--- src/rtl/pmux_pipe_pkg.sv ---
`default_nettype none
// ---------------------------------------------------------------------------
// pmux_pipe_pkg : stage-count helper and resolution-mode codes for pmux_pipe
// rev 1.0
// ---------------------------------------------------------------------------
package pmux_pipe_pkg;

   localparam int PRIO_ONEHOT  = 0;
   localparam int PRIO_HIGHEST = 1;

   function automatic int ceil_div(input int num, input int den);
      return (num + den - 1) / den;
   endfunction

   function automatic int min_int(input int x, input int y);
      return (x < y) ? x : y;
   endfunction

endpackage
`default_nettype wire

--- src/rtl/pmux_pipe_stage.sv ---
`default_nettype none
// ---------------------------------------------------------------------------
// pmux_pipe_stage : resolves NSEL select bits and registers the unconsumed rest
// rev 1.0
// ---------------------------------------------------------------------------
module pmux_pipe_stage
   import pmux_pipe_pkg::*;
#(
   parameter int WIDTH    = 1,
   parameter int NSEL     = 1,
   parameter int REM      = 0,
   parameter int PRIORITY = PRIO_HIGHEST
) (
   input  logic                                   clk,
   input  logic                                   srst,
   input  logic                                   in_valid,
   input  logic                                   ready,
   output logic                                   valid,
   input  logic [WIDTH-1:0]                       acc_in,
   input  logic                                   hit_in,
   input  logic                                   multi_in,
   input  logic [WIDTH*(NSEL+REM)-1:0]            b_in,
   input  logic [NSEL+REM-1:0]                    s_in,
   output logic [WIDTH-1:0]                       acc,
   output logic                                   hit,
   output logic                                   multi,
   output logic [WIDTH*((REM > 0) ? REM : 1)-1:0] b_rem,
   output logic [((REM > 0) ? REM : 1)-1:0]       s_rem
);

   logic             load;
   logic             any_sel;
   logic             many_sel;
   logic [WIDTH-1:0] last_val;
   logic [WIDTH-1:0] or_val;
   logic [WIDTH-1:0] acc_next;

   assign load = in_valid & ready;

   always_comb begin
      any_sel  = 1'b0;
      many_sel = 1'b0;
      last_val = acc_in;
      or_val   = '0;
      for (int i = 0; i < NSEL; i++) begin
         if (s_in[i]) begin
            many_sel = many_sel | any_sel;
            any_sel  = 1'b1;
            last_val = b_in[WIDTH*i +: WIDTH];
            or_val   = or_val | b_in[WIDTH*i +: WIDTH];
         end
      end
      // With no hit so far acc_in still equals A, so passing it through covers both n = 0 cases.
      if (!any_sel)
         acc_next = acc_in;
      else if (PRIORITY == PRIO_HIGHEST)
         acc_next = last_val;
      else
         acc_next = or_val | (hit_in ? acc_in : '0);
   end

   always_ff @(posedge clk) begin
      if (srst) begin
         valid <= 1'b0;
         acc   <= '0;
         hit   <= 1'b0;
         multi <= 1'b0;
      end else begin
         if (ready)
            valid <= in_valid;
         if (load) begin
            acc   <= acc_next;
            hit   <= hit_in | any_sel;
            multi <= multi_in | many_sel | (hit_in & any_sel);
         end
      end
   end

   generate
      if (REM > 0) begin : g_carry
         always_ff @(posedge clk) begin
            if (srst) begin
               b_rem <= '0;
               s_rem <= '0;
            end else if (load) begin
               b_rem <= b_in[WIDTH*(NSEL+REM)-1:WIDTH*NSEL];
               s_rem <= s_in[NSEL+REM-1:NSEL];
            end
         end
      end else begin : g_no_carry
         assign b_rem = '0;
         assign s_rem = '0;
      end
   endgenerate

endmodule
`default_nettype wire

--- src/rtl/pmux_pipe.sv ---
`default_nettype none
// ---------------------------------------------------------------------------
// pmux_pipe : pipelined valid/ready parallel mux, CHUNK select bits per stage
// rev 1.0
// ---------------------------------------------------------------------------
module pmux_pipe
   import pmux_pipe_pkg::*;
#(
   parameter int WIDTH    = 1,
   parameter int S_WIDTH  = 1,
   parameter int CHUNK    = 1,
   parameter int PRIORITY = PRIO_HIGHEST
) (
   input  logic                       CLK,
   input  logic                       SRST,
   input  logic                       IN_VALID,
   output logic                       IN_READY,
   input  logic [WIDTH-1:0]           A,
   input  logic [WIDTH*S_WIDTH-1:0]   B,
   input  logic [S_WIDTH-1:0]         S,
   output logic                       OUT_VALID,
   input  logic                       OUT_READY,
   output logic [WIDTH-1:0]           Y,
   output logic                       MULTI
);

   localparam int NSTAGES = ceil_div(S_WIDTH, CHUNK);

   // Index k is the input side of stage k; index k+1 is its registered output.
   logic [NSTAGES:0]           valid_c;
   logic [NSTAGES-1:0]         ready_c;
   logic [WIDTH-1:0]           acc_c   [NSTAGES+1];
   logic                       hit_c   [NSTAGES+1];
   logic                       multi_c [NSTAGES+1];
   logic [WIDTH*S_WIDTH-1:0]   b_c     [NSTAGES+1];
   logic [S_WIDTH-1:0]         s_c     [NSTAGES+1];

   assign valid_c[0] = IN_VALID;
   assign acc_c[0]   = A;
   assign hit_c[0]   = 1'b0;
   assign multi_c[0] = 1'b0;
   assign b_c[0]     = B;
   assign s_c[0]     = S;

   generate
      for (genvar k = 0; k < NSTAGES; k++) begin : g_stage
         localparam int BASE  = k * CHUNK;
         localparam int NSEL  = min_int(CHUNK, S_WIDTH - BASE);
         localparam int REM   = S_WIDTH - BASE - NSEL;
         localparam int REM_W = (REM > 0) ? REM : 1;

         logic [WIDTH*REM_W-1:0] b_rem;
         logic [REM_W-1:0]       s_rem;

         // Unrolled ready chain: a stage can move unless it and every stage after it is full and stalled.
         assign ready_c[k] = OUT_READY | ~(&valid_c[NSTAGES:k+1]);

         pmux_pipe_stage #(
            .WIDTH    (WIDTH),
            .NSEL     (NSEL),
            .REM      (REM),
            .PRIORITY (PRIORITY)
         ) u_stage (
            .clk      (CLK),
            .srst     (SRST),
            .in_valid (valid_c[k]),
            .ready    (ready_c[k]),
            .valid    (valid_c[k+1]),
            .acc_in   (acc_c[k]),
            .hit_in   (hit_c[k]),
            .multi_in (multi_c[k]),
            .b_in     (b_c[k][WIDTH*(NSEL+REM)-1:0]),
            .s_in     (s_c[k][NSEL+REM-1:0]),
            .acc      (acc_c[k+1]),
            .hit      (hit_c[k+1]),
            .multi    (multi_c[k+1]),
            .b_rem    (b_rem),
            .s_rem    (s_rem)
         );

         assign b_c[k+1] = (WIDTH*S_WIDTH)'(b_rem);
         assign s_c[k+1] = S_WIDTH'(s_rem);
      end
   endgenerate

   assign IN_READY  = ready_c[0] & ~SRST;
   assign OUT_VALID = valid_c[NSTAGES];
   assign Y         = acc_c[NSTAGES];
   assign MULTI     = multi_c[NSTAGES];

endmodule
`default_nettype wire

--- config.mk ---
export PLATFORM = sky130hd
export DESIGN_NAME = pmux_pipe
export DESIGN_NICKNAME = d
export VERILOG_FILES = /design/src/rtl/pmux_pipe_pkg.sv /design/src/rtl/pmux_pipe_stage.sv /design/src/rtl/pmux_pipe.sv
export SDC_FILE = /design/constraint.sdc
export NUM_CORES = 1
export LEC_CHECK = 0
export CAP_MARGIN = 15
export CORE_AREA = 2 2 39 41
export CTS_CLUSTER_SIZE = 10
export DETAILED_ROUTE_END_ITERATION = 8
export DIE_AREA = 0 0 41 43
export RECOVER_POWER = 50
export SYNTH_ARGS = -nofsm -noshare
export SYNTH_HDL_FRONTEND = slang
export SYNTH_HIERARCHICAL = 1
export SYNTH_SLANG_ARGS = --single-unit
--- constraint.sdc ---
create_clock -name CLK -period 0.8 [get_ports CLK]
set_input_delay 0.08 -clock CLK [delete_from_list [all_inputs] [get_ports CLK]]
set_output_delay 0.08 -clock CLK [all_outputs]
set_load 0.03 [all_outputs]
# After elaboration in Yosys (flattened, before gate mapping)
# Index checks and enable logic that the tools add are counted.
[op_classes] muxes=3 bitwise=5
[op_table] cell="2-to-1 mux 1 bit" count=3
[op_table] cell="AND 1 bit" count=2
[op_table] cell="NOT 1 bit" count=2
[op_table] cell="bitwise OR 1 bit" count=1
[word_totals] register_bits=2 wordCells=10 input_bits=7

# Logic depth before layout (Yosys ltp)
# Gate-level depths: netlist (run 1).
[depth] word_depth=3 ltp_mapped=4 depth_no_buf=3

# Cells and area by module
# The synthesis (run 1) kept the hierarchy.
[by_module_without_submodules] mod="pmux_pipe_stage" area_each_um2=180.2 n_inst=1 cells_each=19 seq_area_each_um2=80.1
[by_module_without_submodules] mod="pmux_pipe" area_each_um2=31.3 n_inst=1 cells_each=3 seq_area_each_um2=0.0

# Worst setup path after synthesis (run 1)
# OpenSTA, ideal clock, no wires.
[synth_path] path_kind="reg-to-reg" start="register g_stage[0].u_stage.valid" end="register g_stage[0].u_stage.acc" path_slack_ps=-275 stages_incl_launch_ff=5 arrival_ps=947 setup_time_ps=128 cell_sequence="dfxtp_1 -> nand2b_4 -> buf_4 -> a21oi_1 -> a311oi_1"
[synth_between] elab_chain_len=3
[synth_rtl] item="from (decl)" line_no="pmux_pipe_stage.sv:18" rtl="output logic valid,"
[synth_rtl] item="from (signal assigned)" line_no="pmux_pipe_stage.sv:70" rtl="valid <= in_valid;"
[synth_rtl] item="NOT 1 bit" line_no="pmux_pipe.sv:56" rtl="assign ready_c[k] = OUT_READY | ~(&valid_c[NSTAGES:k+1]);"
[synth_rtl] item="bitwise OR 1 bit" line_no="pmux_pipe.sv:56"
[synth_rtl] item="via ready_c" line_no="pmux_pipe.sv:31" rtl="logic [NSTAGES-1:0] ready_c;"
[synth_rtl] item="AND 1 bit" line_no="pmux_pipe_stage.sv:38" rtl="assign load = in_valid & ready;"
[synth_rtl] item="to (signal assigned)" line_no="pmux_pipe_stage.sv:72" rtl="acc <= acc_next;"
[synth_rtl] item="to (decl)" line_no="pmux_pipe_stage.sv:24" rtl="output logic [WIDTH-1:0] acc,"
# The timed path passes the listed nets, and every way through them passes these cells.
# A chain may end at the register's enable or synchronous reset.

# Worst setup path after layout (run 1)
[layout_path] start="register g_stage[0].u_stage.valid" end="output IN_READY"
[layout_between] elab_chain_len=3
[layout_rtl] item="NOT 1 bit" line_no="pmux_pipe.sv:56"
[layout_rtl] item="bitwise OR 1 bit" line_no="pmux_pipe.sv:56"
[layout_rtl] item="via ready_c" line_no="pmux_pipe.sv:31"
[layout_rtl] item="AND 1 bit" line_no="pmux_pipe.sv:86" rtl="assign IN_READY = ready_c[0] & ~SRST;"
[layout_rtl] item="to (decl)" line_no="pmux_pipe.sv:17" rtl="output logic IN_READY,"
# The timed path passes the listed nets, and every way through them passes these cells.

==> results of run 1 <==
## placed cells by master (no fill, tap or decap)
cell and count:
nor2b_4 1, clkbuf_1 1, dfxtp_4 1, mux2i_1 2, dfxtp_2 2, nand2b_4 1
nor2_1 1, buf_4 2, dlygate4sd2_1 1, a21oi_1 3, clkdlybuf4s50_1 5, a311oi_1 2
buf_6 4, conb_1 2, clkbuf_4 3
## critical path: stages, from the launching register on
cell and delay (ns):
dfxtp_4 0.34, nand2b_4 0.06, nor2b_4 0.13, buf_6 0.13
## repair_timing
item                                    4_1_cts  5_1_grt
endpoints found under the setup margin        5        5
pin swaps                                     0        2
buffers inserted                              1        0
gates resized for setup                       7        0
## layer usage
| layer | up-vias | wire length, um | part of all wire, % | global-route usage [%] |
|---|---|---|---|---|
| met3 | 2 | 80 | 21 | 9.42 |
| met2 | 12 | 136 | 36 | 5.31 |
| met5 | - | 0 | 0 | 0 |
| li1 | 84 | - | - | - |
| met1 | 65 | 157 | 41 | 7.37 |
| met4 | 0 | 8 | 2.1 | 6.00 |
## flip-flops by register name (all words and copies together) (netlist names)
name and flops:
g_stage.u_stage/multi 1, g_stage.u_stage/valid 1, g_stage.u_stage/acc 1
## per-stage QoR
stage	cell area (um^2)	TNS [ns]
finish	323	-0.634
global route	323	-0.931
detailed placement	273	-0.963
global placement	273	-0.990
CTS	323	-0.534
floorplan	166	-0.207
## path summary, 6_finish.rpt
path	slack [ns]	cells past startpoint	endpoint
worst max register to register	-0.13	4	g_stage[0].u_stage/multi$_SDFFE_PP0P_
worst min-delay path	0.41	4	g_stage[0].u_stage/acc$_SDFFE_PP0P_
worst max-delay path	-0.18	3	IN_READY
worst min register to register	0.52	2	g_stage[0].u_stage/acc$_SDFFE_PP0P_
## area by class of cell
| cell class | instances | share of cell area (%) |
|---|---|---|
| tap | 16 | 6.20 |
| timing repair buffer | 12 | 36.8 |
| sequential | 3 | 20.5 |
| multi-input combinational | 12 | 28.3 |
| clock buffer | 4 | 8.14 |
## where the power goes
group          internal, mW  switching [mW]  total, mW
Sequential            0.163         0.00852      0.171
Clock                 0.188          0.0879      0.275
Combinational        0.0776          0.0628      0.140
==> results.tsv, run 1 <==
metric	value	unit
area of the multi-input gates	91.3	um^2
Antenna Nets Post-Route	0	
Post-route DRC	0	
post-route insts no fill	47	
H-tree lvl count	1	
clock root buffer	clkbuf_4	
Syn-to-layout area delta	108	%
vias in the first global route	144	
clock tree buffer depth	2	
Leakage	0.148	nW
Fmax	1020	MHz
RSZ-0062 raised after global routing	yes	
WP data required	0.72	ns
CTS tree	built	
Worst-Skew Late Latency	0.24	ns
Die Span X	41	um
final critical-path share of the clock period	122	%
Final GP Congestion	0.612	
min Tclk post-route	0.978	ns
Max Cap Violations	0	
Mapped Cells	15	
row count	14	
Clock transition at path regs	0.04	ns
Avg Vias per Cell	3.47	
Layout Nets	39	
Post-Route WL	383	um
via count	163	
first-pass GRT wire length	641	um
Ports	11	
initial drt markers	1	
TritonCTS buffer count	3	
CP max FO	2	
yosys warns	6	
DR pass1 iterations	2	
Max IR drop VDD	0.762	mV
Antenna Cells	0	
# setup viols final	5	
die area	1760	um^2
final core utilization	23.3	%
Hold WC Path Type	input pin to flip-flop	
GRT Util Overall	6.72	%
pin count of the biggest net entering global routing	6	
die height	43	um
Power Total	0.587	mW
Post-Syn Area	155	um^2
Worst setup SP type	flip-flop	
worst setup margin	-0.178	ns
Hold Slack	0.413	ns
failing checks	setup timing	
Crit Path Category	flip-flop to output pin	
FILL cells	143	
CP Capture Type	output pin	
share of cells above drive strength 1	45.2	%
total grt overflow	0	
flip-flop and latch area	66.3	um^2
status	finished with violations	
Post-CTS Hold Buffers	0	
final hold viol count	0	
Setup WS pre-CTS	-0.259	ns
initial antenna violation count	0	
Data arrival, critical path	0.90	ns
post-DR wirelength/cell	8.15	um
Placed Cells	42	
CTS Sinks	3	
reg-to-reg startpoint	g_stage[0].u_stage/valid$_SDFFE_PP0P_	
power density over the cells	1820	nW/um^2
Final Max Slew Viols	0	
Crit. Startpoint	g_stage[0].u_stage/valid$_SDFFE_PP0P_	
initial core utilization	11.2	%
Mean Syn Cell Area	10.3	um^2
Port-buffer cells	10	
hold_sp	OUT_READY	
core box area	1380	um^2
worst-case clock skew	0.0000842	ns
(Power assumes the default switching activity.)
==> run 2: changes to the inputs <==
Clock period 0.8 ns to 1.1 ns, I/O delays scaled along.
==> results.tsv, run 2 (synthesis gave the netlist of run 1 again) <==
metric	value	unit	change
initial core utilization	11.2	%	unchanged
Final GP Congestion	0.602		-1.6%
initial drt markers	6		+5
status	complete, no violations		
M2 GR Usage	5.63	%	+0.31 points
Hold Path Depth	2		-2
H-tree lvl count	1		unchanged
grt peak-use layer	met3		
CTS tree	built		
first-pass GRT wire length	607	um	-5.3%
crit path cell chain	clkdlybuf4s50_1 -> nand2b_4 -> nor2b_4 -> buf_6		
RSZ-0062 raised after global routing	no		
clock tree buffer depth	2		unchanged
share of cells above drive strength 1	32.3	%	-13 points
GRT Util Overall	6.12	%	-0.60 points
die height	43	um	unchanged
hold_sp	g_stage[0].u_stage/acc$_SDFFE_PP0P_		
Post-Route WL	351	um	-8.4%
Post-route DRC	0		unchanged
most frequent cells in the layout	clkdlybuf4s50_1 (6), clkbuf_4 (3), clkbuf_1 (3), a21oi_1 (3)		
core box area	1380	um^2	unchanged
met3 GRT Util	8.38	%	-1.0 points
Max IR drop VDD	0.494	mV	-35%
Max Cap Violations	0		unchanged
post-DR wirelength/cell	7.47	um	-8.4%
TritonCTS buffer count	3		unchanged
Ports	11		unchanged
design area	298	um^2	-7.8%
# setup viols final	0		-5
slowest stage delay, CP	0.46	ns	+0.12 ns
FILL cells	153		+7.0%
Setup WS pre-CTS	-0.0344	ns	+0.225 ns
clock root buffer	clkbuf_4		
Crit. Startpoint	OUT_READY		
hold path endpoint	g_stage[0].u_stage/acc$_SDFFE_PP0P_		
Placed Area	269	um^2	-1.4%
Final Max Slew Viols	0		unchanged
Clock transition at path regs	0.04	ns	about the same
final critical-path share of the clock period	95.3	%	
Fmax	954	MHz	
most common cell after layout, fill and taps aside	clkdlybuf4s50_1		
initial antenna violation count	0		unchanged
worst setup margin	0.0521	ns	+0.230 ns
final core utilization	21.5	%	-1.8 points
reg-to-reg startpoint	g_stage[0].u_stage/valid$_SDFFE_PP0P_		
Syn-to-layout area delta	91.9	%	
r2r setup slk	0.19	ns	+0.32 ns
Placed Cells	42		unchanged
WP data required	0.99	ns	+0.27 ns
post-route insts no fill	47		unchanged
Avg Vias per Cell	3.66		+5.5%
GR Layer Usage met1	5.77	%	-1.6 points
final hold viol count	0		unchanged
Die Span X	41	um	unchanged
CP max FO	2		unchanged
die area	1760	um^2	unchanged
Leakage	0.134	nW	-9.5%
Port-buffer cells	10		unchanged
vias in the first global route	150		+4.2%
Layout Nets	39		unchanged
CTS Sinks	3		unchanged
Worst-Skew Late Latency	0.23	ns	about the same
biggest regs	g_stage.u_stage/acc (1), g_stage.u_stage/multi (1), g_stage.u_stage/valid (1)		
Crit Path Category	input pin to output pin		
DR pass1 iterations	4		+2
via count	172		+5.5%
Worst setup SP type	input pin		
slowest CP cell	clkdlybuf4s50_1		
Post-CTS Hold Buffers	0		unchanged
row count	14		unchanged
CP Capture Type	output pin		
reg2reg path depth	4		unchanged
pin count of the biggest net entering global routing	6		unchanged
total grt overflow	0		unchanged
worst-case clock skew	0.00382	ns	+0.00373 ns
Data arrival, critical path	0.94	ns	+0.04 ns
power density over the cells	1360	nW/um^2	-25%
Antenna Nets Post-Route	0		unchanged
Hold WC Path Type	flip-flop to flip-flop		
Antenna Cells	0		unchanged
worst r2r dst	g_stage[0].u_stage/acc$_SDFFE_PP0P_		
min Tclk post-route	1.05	ns	
[run 2: changes by cell type in the layout (fill, tap and decap cells not counted), sizes merged]
cell / change
buf: -3
dlygate4sd2: -1
clkdlybuf4s50: +1
clkbuf: +3
[run 2: layout make-up]
class                           count  area, um^2  share of cell area [%]
Multi-Input combinational cell     12        91.3                    30.7
Clock buffer                        4        26.3                    8.82
Tap cell                           16        20.0                    6.72
Timing Repair Buffer               12        98.8                    33.2
Sequential cell                     3        61.3                    20.6
[run 2: how the worst max path moves through the flow]
stage / end / slack [ns]
finish: IN_READY / 0.05
global route: IN_READY / 0.03
CTS: IN_READY / 0.05
detailed placement: g_stage[0].u_stage/acc$_SDFFE_PP0P_ / -0.03
global placement: g_stage[0].u_stage/acc$_SDFFE_PP0P_ / -0.01
floorplan: g_stage[0].u_stage/acc$_SDFFE_PP0P_ / 0.03
[run 2: worst max-delay path, delay by kind of cell]
family | cells | cell delay [ns]
buffers and inverters | 2 | 0.59
and+or+nand+nor | 2 | 0.24
[run 2: metal layers]
layer | wire (um) | vias up
li1 | - | 85
met1 | 141 | 75
met2 | 153 | 12
met3 | 56 | 0
met4 | 0 | 0
met5 | 0 | -
[run 2: what timing repair did]
action,4_1_cts,5_1_grt
setup endpoints to repair,1,0
gates resized for setup,2,0
setup buffers,1,0
[run 2: stage by stage]
step                hold WS [ns]  power (mW)  setup TNS (ns)
finish                     0.517       0.406               0
global route               0.533       0.438               0
CTS                        0.522       0.428               0
detailed placement         0.519       0.218         -0.0559
global placement           0.511       0.217         -0.0240
floorplan                  0.182       0.172               0
[run 2: report_power, final]
group | switching, mW | total [mW] | internal, mW
logic | 0.0436 | 0.0895 | 0.0459
clock network | 0.0566 | 0.193 | 0.136
registers | 0.00574 | 0.124 | 0.118
==> run 3: changes to the inputs <==
Settings changed: CTS_BUF_LIST from default to sky130_fd_sc_hd__clkbuf_8.
==> results.tsv, run 3 (synthesis gave the netlist of run 1 again) <==
metric	value	unit	change
status	complete, no violations		
first-pass GRT wire length	607	um	unchanged
post-route insts no fill	47		unchanged
Post-route DRC	0		unchanged
CP max FO	2		unchanged
worst r2r dst	g_stage[0].u_stage/acc$_SDFFE_PP0P_		
most common cell after layout, fill and taps aside	clkdlybuf4s50_1		
clock root buffer	clkbuf_8		
Hold WC Path Type	flip-flop to flip-flop		
share of cells above drive strength 1	29.0	%	-3.2 points
most frequent cells in the layout	clkdlybuf4s50_1 (6), clkbuf_8 (3), a21oi_1 (3), dfxtp_1 (3)		
power density over the cells	1670	nW/um^2	+22%
initial core utilization	11.2	%	unchanged
vias in the first global route	150		unchanged
Syn-to-layout area delta	103	%	
min Tclk post-route	1.05	ns	+0.00136 ns
CP Capture Type	output pin		
Clock transition at path regs	0.03	ns	about the same
TritonCTS buffer count	3		unchanged
Layout Nets	39		unchanged
Post-CTS Hold Buffers	0		unchanged
crit path cell chain	clkdlybuf4s50_1 -> nand2b_4 -> nor2b_4 -> buf_6		
Max IR drop VDD	0.719	mV	+46%
hold path endpoint	g_stage[0].u_stage/multi$_SDFFE_PP0P_		
post-DR wirelength/cell	7.85	um	+5.1%
Crit Path Category	input pin to output pin		
GRT Util Overall	6.12	%	unchanged
Final GP Congestion	0.602		unchanged
via count	168		-2.3%
initial antenna violation count	0		unchanged
clock tree buffer depth	2		unchanged
Fmax	953	MHz	-0.13%
RSZ-0062 raised after global routing	no		
Final Max Slew Viols	0		unchanged
Antenna Nets Post-Route	0		unchanged
reg2reg path depth	3		-1
CTS Sinks	3		unchanged
Port-buffer cells	10		unchanged
Placed Cells	42		unchanged
die height	43	um	unchanged
H-tree lvl count	1		unchanged
core box area	1380	um^2	unchanged
# setup viols final	0		unchanged
Ports	11		unchanged
Worst-Skew Late Latency	0.22	ns	about the same
worst-case clock skew	0.000739	ns	-0.00308 ns
DR pass1 iterations	4		unchanged
Antenna Cells	0		unchanged
die area	1760	um^2	unchanged
Leakage	0.146	nW	+8.7%
final core utilization	22.8	%	+1.3 points
final critical-path share of the clock period	95.4	%	+0.12 points
Max Cap Violations	0		unchanged
Worst setup SP type	input pin		
hold_sp	g_stage[0].u_stage/multi$_SDFFE_PP0P_		
slowest CP cell	clkdlybuf4s50_1		
Data arrival, critical path	0.94	ns	about the same
final hold viol count	0		unchanged
biggest regs	g_stage.u_stage/acc (1), g_stage.u_stage/multi (1), g_stage.u_stage/valid (1)		
Hold Path Depth	2		unchanged
Post-Route WL	369	um	+5.1%
WP data required	0.99	ns	about the same
slowest stage delay, CP	0.46	ns	about the same
row count	14		unchanged
CTS tree	built		
initial drt markers	6		unchanged
r2r setup slk	0.17	ns	-0.02 ns
pin count of the biggest net entering global routing	6		unchanged
reg-to-reg startpoint	g_stage[0].u_stage/valid$_SDFFE_PP0P_		
Die Span X	41	um	unchanged
Avg Vias per Cell	3.57		-2.3%
total grt overflow	0		unchanged
run 3: cell count changes in the layout (fill, tap and decap cells not counted), sizes merged:
cell    change
inv         +1
clkbuf      -1
run 3: area by class of cell:
cell class | instances | area (um^2)
Clock buffer | 3 | 41.3
Timing Repair Buffer | 12 | 98.8
Tap cell | 16 | 20.0
Multi-Input combinational cell | 12 | 91.3
Sequential cell | 3 | 60.1
Clock inverter | 1 | 3.75
Fill cell | 153 | 1070
run 3: how the worst max path moves through the flow:
stage                                     startpoint                                   to  depth (start not counted)  slack [ns]
5_1_grt        g_stage[0].u_stage/valid$_SDFFE_PP0P_                             IN_READY                          3        0.03
6_report                                   OUT_READY                             IN_READY                          4        0.05
2_1_floorplan  g_stage[0].u_stage/valid$_SDFFE_PP0P_  g_stage[0].u_stage/acc$_SDFFE_PP0P_                          4        0.03
3_5_place_dp                               OUT_READY  g_stage[0].u_stage/acc$_SDFFE_PP0P_                          4       -0.03
3_3_place_gp                               OUT_READY  g_stage[0].u_stage/acc$_SDFFE_PP0P_                          4       -0.01
4_1_cts                                    OUT_READY                             IN_READY                          4        0.04
run 3: per-layer routing:
| metal | part of all wire [%] | track usage [%] |
|---|---|---|
| met5 | 0 | 0 |
| met4 | 2.7 | 6.00 |
| met3 | 18 | 8.38 |
| met2 | 41 | 5.63 |
| met1 | 38 | 5.77 |
run 3: stage by stage:
| stage | power (mW) | setup TNS, ns | hold slack [ns] | area (um^2) | setup slack (ns) |
|---|---|---|---|---|---|
| 3_3_place_gp | 0.217 | -0.0240 | 0.511 | 269 | -0.0118 |
| 6_report | 0.525 | 0 | 0.517 | 315 | 0.0507 |
| 5_1_grt | 0.556 | 0 | 0.532 | 315 | 0.0290 |
| 4_1_cts | 0.542 | 0 | 0.521 | 325 | 0.0443 |
| 2_1_floorplan | 0.172 | 0 | 0.182 | 159 | 0.0342 |
| 3_5_place_dp | 0.218 | -0.0559 | 0.519 | 269 | -0.0344 |
run 3: critical path, delay by kind of cell:
| family | cells | cell delay [ns] |
|---|---|---|
| simple gates | 2 | 0.24 |
| buf+inv | 2 | 0.59 |
run 3: repair_timing:
action	CTS	global route
setup endpoints to repair	1	0
setup buffers	1	0
resized for setup	1	0
run 3: power breakdown:
group          total [mW]  internal (mW)  leakage, nW  switching [mW]
combinational      0.0896         0.0459       0.0941          0.0437
clock               0.312          0.238       0.0269          0.0741
sequential          0.124          0.118       0.0250         0.00578
total               0.525          0.402        0.146           0.124
